`config.mk`:
```
export PLATFORM = sky130hd
export DESIGN_NAME = text_rom_streamer
export DESIGN_NICKNAME = d
export VERILOG_FILES = /design/src/rtl/ui_text_pkg.sv /design/src/rtl/char_pacer.sv /design/src/rtl/text_rom_streamer.sv
export SDC_FILE = /design/constraint.sdc
export NUM_CORES = 1
export LEC_CHECK = 0
export CORE_MARGIN = 3
export CORE_UTILIZATION = 43
export DETAILED_ROUTE_END_ITERATION = 16
export GPL_TIMING_DRIVEN = 1
export MAX_ROUTING_LAYER = met4
export PLACE_DENSITY = 0.85
export SLEW_MARGIN = 30
export SYNTH_ARGS = -nofsm -noshare
export SYNTH_HDL_FRONTEND = slang
export SYNTH_HIERARCHICAL = 1
export SYNTH_SLANG_ARGS = --single-unit
```
`constraint.sdc`:
```
create_clock -name clk -period 1.4 [get_ports clk]
set_input_delay 0.28 -clock clk [delete_from_list [all_inputs] [get_ports clk]]
set_output_delay 0.28 -clock clk [all_outputs]
set_load 0.02 [all_outputs]
```
`src/rtl/ui_text_pkg.sv`:
```
// ui_text_pkg: shared UI text types, width defaults and message-ROM map.
package ui_text_pkg;

    typedef enum logic [2:0] {
        S_IDLE,
        S_FETCH,
        S_WAIT,
        S_EMIT,
        S_GAP,
        S_FIN
    } state_t;

    localparam int DEF_ADDR_W = 11;
    localparam int DEF_CHAR_W = 8;

    // Message table shared with the menu controller
    localparam int MSG_WELCOME      = 72;
    localparam int MSG_WELCOME_LEN  = 7;
    localparam int MSG_INCOMING     = 361;
    localparam int MSG_INCOMING_LEN = 13;

endpackage

```
`src/rtl/char_pacer.sv`:
```
// char_pacer: counts the idle gap between characters; expired once the load value has run down.
module char_pacer #(
    parameter int GAP = 4
) (
    input  logic clk,
    input  logic reset_n,
    input  logic load,
    output logic expired
);

    localparam int W = GAP > 1 ? $clog2(GAP) : 1;
    localparam logic [W-1:0] INIT = W'(GAP > 0 ? GAP - 1 : 0);

    logic [W-1:0] cnt;

    always_ff @(posedge clk or negedge reset_n) begin
        if (!reset_n)
            cnt <= '0;
        else if (load)
            cnt <= INIT;
        else if (cnt != '0)
            cnt <= cnt - W'(1);
    end

    assign expired = cnt == '0;

endmodule

```
`src/rtl/text_rom_streamer.sv`:
```
// text_rom_streamer: reads a message from the text ROM and streams it one character
// at a time to the display with a ready/accept handshake, pulsing done at the end.
module text_rom_streamer
    import ui_text_pkg::*;
#(
    parameter int ADDR_W   = DEF_ADDR_W,
    parameter int CHAR_W   = DEF_CHAR_W,
    parameter int CHAR_GAP = 4
) (
    input  logic              clk,
    input  logic              reset_n,
    input  logic [ADDR_W-1:0] addr,
    input  logic [ADDR_W-1:0] length,
    input  logic              start,
    output logic [ADDR_W-1:0] rom_addr,
    input  logic [CHAR_W-1:0] rom_data,
    output logic [CHAR_W-1:0] ascii_out,
    output logic              ascii_out_ready,
    input  logic              sink_ready,
    output logic              done,
    output logic              busy
);

    state_t            state, state_nx;
    logic [ADDR_W-1:0] remaining;
    logic              accept, last, gap_expired;

    // start overrides any acceptance in the same cycle
    assign accept = state == S_EMIT && sink_ready && !start;
    assign last   = remaining == ADDR_W'(1);

    char_pacer #(.GAP(CHAR_GAP)) u_pacer (
        .clk    (clk),
        .reset_n(reset_n),
        .load   (accept && !last),
        .expired(gap_expired)
    );

    always_comb begin
        state_nx = state;
        if (start)
            state_nx = length == '0 ? S_FIN : S_FETCH;
        else
            case (state)
                S_FETCH: state_nx = S_WAIT;
                S_WAIT:  state_nx = S_EMIT;
                S_EMIT:  state_nx = !sink_ready ? S_EMIT : last ? S_FIN : CHAR_GAP == 0 ? S_FETCH : S_GAP;
                S_GAP:   state_nx = gap_expired ? S_FETCH : S_GAP;
                S_FIN:   state_nx = S_IDLE;
                default: state_nx = S_IDLE;
            endcase
    end

    // rom_addr doubles as the base+idx pointer, wrapping naturally at 2^ADDR_W
    always_ff @(posedge clk or negedge reset_n) begin
        if (!reset_n) begin
            state     <= S_IDLE;
            rom_addr  <= '0;
            remaining <= '0;
            ascii_out <= '0;
            busy      <= 1'b0;
        end else begin
            state <= state_nx;
            busy  <= state_nx != S_IDLE;
            if (start) begin
                rom_addr  <= addr;
                remaining <= length;
            end else if (accept) begin
                rom_addr  <= rom_addr + ADDR_W'(1);
                remaining <= remaining - ADDR_W'(1);
            end
            if (state == S_WAIT && !start)
                ascii_out <= rom_data;
        end
    end

    assign ascii_out_ready = state == S_EMIT;
    assign done            = state == S_FIN;

endmodule

```
# After elaboration in Yosys (flattened, before gate mapping)
# Cells that the tools add are included.
[word_totals]
romBits = 0
wordCells = 39
out_inout_bits = 22
ff_bits = 36
memories = 0
ramBits = 0
latch_bits = 0
in_bits = 34
[op_classes]
div = 0
shift = 0
magnitude_cmp = 0
bitwise_logic = 0
n_mux = 12
add_sub_neg = 3
n_reduce_logical = 12
mul = 0
eq_ne = 6
[ops]
columns = ["op", "n"]
rows = [
  ["$mux 11", 4],
  ["$mux 3", 4],
  ["$pmux 3 s4", 1],
  ["$add 11x1->11 const B", 1],
  ["$eq 11x1->1 const B", 1],
  ["$logic_not 11->1", 1],
  ["$sub 11x1->11 const B", 1],
  ["$eq 3x2->1 const B", 2],
  ["$eq 3x3->1 const B", 2],
  ["$reduce_bool 2->1", 3],
  ["$logic_and 1x1->1", 4],
  ["$mux 2", 2],
  ["$eq 3x1->1 const B", 1],
  ["$reduce_bool 3->1", 1],
  ["$logic_not 1->1", 2],
  ["$logic_not 2->1", 1],
  ["$sub 2x1->2 const B", 1],
  ["$mux 1", 1],
]

# Logic depth before layout (Yosys ltp)
[logic_depth]
ltp_word = 6
ltp_mapped = 7
depth_no_buf = 6

# By module
# Netlist, hierarchy kept.
[modules_own_cells]
columns = ["module", "n_inst", "area_per_inst_um2", "seq_area_each_um2", "cells_per_inst"]
rows = [
  ["text_rom_streamer", 1, 1825.5, 850.8, 182],
  ["char_pacer", 1, 97.6, 50.0, 9],
]

# Worst setup path before layout
# Ideal clock, no wire load.
[synth_timing]
path_type = "register -> register"
from = "reg rom_addr[0]"
to = "reg rom_addr[10]"
setup_time_ns = 0.076
path_stages_with_launch = 6
required_time_ns = 1.324
arrival_ns = 1.634
setup_slack_ns = -0.310
path_buffers = 0
synth_period_minus_slack_ns = 1.710
path_cell_list = "dfrtp_1 > ha_1 > and4_1 > or4b_1 > xor2_1 > o21ai_1"
[synth_between]
elab_chain_cells = 3
[synth_lines]
columns = ["item", "line", "source"]
rows = [
  ["from (decl)", "text_rom_streamer.sv:15", "output logic [ADDR_W-1:0] rom_addr,"],
  ["from (signal assigned)", "text_rom_streamer.sv:66", "rom_addr <= addr;"],
  ["from (signal assigned)", "text_rom_streamer.sv:69", "rom_addr <= rom_addr + ADDR_W'(1);"],
  ["$add 11x1->11", "text_rom_streamer.sv:69", ""],
  ["$mux 11", "text_rom_streamer.sv:68", "end else if (accept) begin"],
  ["$mux 11", "text_rom_streamer.sv:65", "if (start) begin"],
]
# Every way passes these cells. The select of a mux whose other input is x is not followed.
# A chain may end at the register's enable or synchronous reset.

# Worst setup path after layout
[layout_timing]
from = "reg state[1]"
to = "reg busy"
[layout_between]
elab_chain_cells = 4
word_cells_on_any_way = 7
classes_between = "eq/ne: 4; mux: 2; reduce/logical: 1"
[layout_lines]
columns = ["item", "line", "source"]
rows = [
  ["from (decl)", "text_rom_streamer.sv:24", "state_t state, state_nx;"],
  ["from (signal assigned)", "text_rom_streamer.sv:63", "state <= state_nx;"],
  ["$eq 3x3->1, or another cell as far along", "text_rom_streamer.sv:44", "case (state)"],
  ["$pmux 3 s4 (*)", "text_rom_streamer.sv:44", ""],
  ["$mux 3 (*)", "text_rom_streamer.sv:41", "if (start)"],
  ["net state_nx[0]", "text_rom_streamer.sv:24", ""],
  ["$reduce_bool 3->1 (*)", "text_rom_streamer.sv:64", "busy <= state_nx != S_IDLE;"],
  ["to (signal assigned)", "text_rom_streamer.sv:61", "busy <= 1'b0;"],
  ["to (signal assigned)", "text_rom_streamer.sv:64", ""],
  ["to (decl)", "text_rom_streamer.sv:21", "output logic busy"],
]
# Mark *: on every way through the listed nets, which the timed path passes. The rest lies on a longest branch.

==> flow_summary.ini <==
[global_routing]
grt_antenna_before_repair = 0
track_usage_pct = 24.4
grt_pass1_vias = 1974
grt_first_pass_wirelength_mm = 9.54
grt-ovfl-total = 0
grt_max_degree = 23

[layout]
final_cell_count_no_fill = 363
antennaDiodeCount = 0
drive_gt1_share_pct = 45.0
nets = 350
area_delta_synth_final_pct = 83.9
finalInstanceArea_um2 = 3540

[timing]
finalHoldViolCount = 0
final-setup-viol-count = 34
period_minus_slack_ps = 1700
fin_hold_ws_ps = 440
setup_ws_ps = -299
skew_ps = 1.85
clock.fmax_mhz = 589
worst_pin_slew_ps = 412
rsz0062_at_grt = yes
slew_headroom_pct = 72.5
report.final.slew_viol_count = 0
finalCritPeriodShare_pct = 121

[detailed_routing]
first_iter_violations = 175
dr.pass1.iters = 4
drc = 0
routedWlPerCell_um = 19.0
ant_nets = 0
vias = 2015
detail_route.wirelength_mm = 6.90
routed_via_density = 5.55

[clock_network]
htree_levels = 2
cts_tree = done
numCtsBuffers = 5
clkTransAtPathRegs_ps = 70
clock_latency_ps = 300
cts_sinks = 36
clk_path_buf_depth = 2
root_buffer = clkbuf_8

[setup_path]
criticalPathCategory = flip-flop to flip-flop
rr_worst_depth = 5
r2r_slack_ps = -300
cp_max_fo = 3
r2r-start = state[1]$_DFF_PN0_
cp-startpoint = state[1]$_DFF_PN0_
crit_path_end = busy$_DFF_PN0_
cp_data_required_time_ps = 1580
cp-end-kind = flip-flop
worst_ep_arrival_time_ps = 1880
startpoint_type = flip-flop
r2r-end = busy$_DFF_PN0_

[power]
irDropWorstVdd_uv = 755
pwr-share-comb_pct = 43.0
power_density_nw_per_um2 = 1070
sw_frac_of_total_pct = 34.6
p_clk_share_pct = 20.7
p_switching_mw = 1.31
internal-power_mw = 2.48
power_frac_seq_pct = 36.3
leakagePower_nw = 1.58

[run]
maxCapViolations = 0

[logic_synthesis]
synthFlopType = dfrtp_1
synth-seq-cells = 36
netlist_instances = 191
ys_types = 37
synth_area_per_cell_um2 = 10.1
syn_area_um2 = 1920
ys_async_sr_fraction_pct = 100
syn_nets = 229
synth_enable_flop_cells = 0
yosys_warnings = 6
synth_seq_area_share_pct = 46.8

[status]
status = finished, violations left
violations = setup timing

[placed_design]
gp_congestion = 0.858
hpwlAfterDp_mm = 3.71
dp_cells = 334
placed_cell_area_um2 = 2950
port_buffers = 55

[die]
die_x_um = 72.9
dieArea_um2 = 5310
initial_core_util_pct = 46.4
core_um2 = 4140
rows = 23
die_h_um = 72.9
ios = 56

[min_path]
hold_path.class = input port to asynchronous set/reset pin
## registers in the layout, indices dropped and copies added (netlist names)
register     flops
remaining       11
rom_addr        11
ascii_out        8
state            3
u_pacer/cnt      2
busy             1
## cells in the final DEF, fill, tap and decap left out, types with 3 or more instances in the layout
master	count
buf_4	48
clkdlybuf4s50_1	31
dfrtp_1	29
nand2_1	27
o21ai_1	20
dlygate4sd2_1	18
buf_6	15
xor2_1	12
mux2_4	8
dfrtp_2	7
xnor2_1	6
clkbuf_8	6
nor2_1	5
inv_1	5
nor4_4	5
nand4_1	5
buf_12	5
nand3_2	4
nor3b_4	3
nor4_1	3
nor3_4	3
xnor2_2	3
buf_2	3
## metal layers
layer	routed length, um	share of wire [%]	up-vias	track usage, %
met5	0	0	-	-
met3	425	6.2	27	4.82
met2	3590	52	85	42.6
li1	-	-	922	-
met1	2620	38	981	28.3
met4	255	3.7	0	7.58
## critical path, stage by stage (launching register included)
cell	delay, ps
dfrtp_2	440
buf_12	130
and2b_2	210
a221oi_2	340
o31ai_2	140
or3_1	310
## area by class of cell
class / count / area [um^2]
Clock inverter: 2 / 10.0
Sequential cell: 36 / 910
Fill cell: 210 / 607
Tap cell: 50 / 62.6
Clock buffer: 6 / 82.6
Multi-Input combinational cell: 140 / 1290
Timing Repair Buffer: 123 / 1160
Inverter: 6 / 22.5
## synth_stat cells (2+ instances only)
master	count	area, um^2
a21oi_1	2	10.0
and3_1	2	12.5
buf_2	3	15.0
clkbuf_1	5	18.8
dfrtp_1	36	901
ha_1	4	50.1
inv_1	6	22.5
mux2_2	9	101
nand2_1	29	109
nand3_1	6	30.0
nand4_1	5	31.3
nor2_1	7	26.3
nor3_1	5	25.0
nor3b_1	3	22.5
nor4_1	5	31.3
nor4_2	2	25.0
o21ai_0	20	100
o21ai_1	2	10.0
or3_1	2	12.5
or4_4	2	22.5
xnor2_1	9	78.8
xor2_1	12	105
## metrics by stage
stage / worst slack [ps] / TNS, ps / util, % / power [mW]
2_1_floorplan: -196 / -1700 / - / 2.02
3_3_place_gp: -531 / -12870 / 71.3 / 2.64
3_5_place_dp: -600 / -14300 / 71.3 / 2.69
4_1_cts: -182 / -2180 / 78.8 / 3.52
5_1_grt: -336 / -5790 / 85.4 / 3.96
6_report: -299 / -4060 / 85.4 / 3.79
## what timing repair did
action	4_1_cts	5_1_grt
setup buffers	8	13
cloned	1	1
pin swaps	15	24
gates resized for setup	83	49
hold endpoints to repair	14	0
endpoints found under the setup margin	57	37
hold buffers	1	0
## power groups by stage
stage / clock network (mW) / registers [mW] / logic [mW]
6_report: 0.783 / 1.38 / 1.63
5_1_grt: 0.835 / 1.39 / 1.73
4_1_cts: 0.783 / 1.36 / 1.38
3_5_place_dp: 0 / 1.38 / 1.31
3_3_place_gp: 0 / 1.37 / 1.27
2_1_floorplan: 0 / 1.54 / 0.480
## worst min-delay path by stage
stage / from / endpoint / slack, ps / cells after the start
after floorplan: reset_n / ascii_out[0]$_DFFE_PN0P_ / -20 / 0
after global placement: reset_n / ascii_out[5]$_DFFE_PN0P_ / 210 / 1
after detailed placement: reset_n / remaining[7]$_DFFE_PN0P_ / 220 / 1
after CTS: reset_n / ascii_out[5]$_DFFE_PN0P_ / 430 / 2
after global routing: reset_n / ascii_out[4]$_DFFE_PN0P_ / 480 / 2
final: reset_n / ascii_out[1]$_DFFE_PN0P_ / 440 / 2
## logic make-up (layout without fill, tap and decap cells)
group	count (synthesis)	after routing	share of synthesized area, %
buffers and inverters	16	137	3.90
adders and majority gates	4	4	2.60
DFF	36	36	46.8
xor gates and xnor gates	21	21	9.56
and+or+nand+nor	77	78	23.7
muxes	10	10	5.79
AOI/OAI and AO/OA	27	27	7.55
Note: power is estimated with default switching activity, not from simulation.
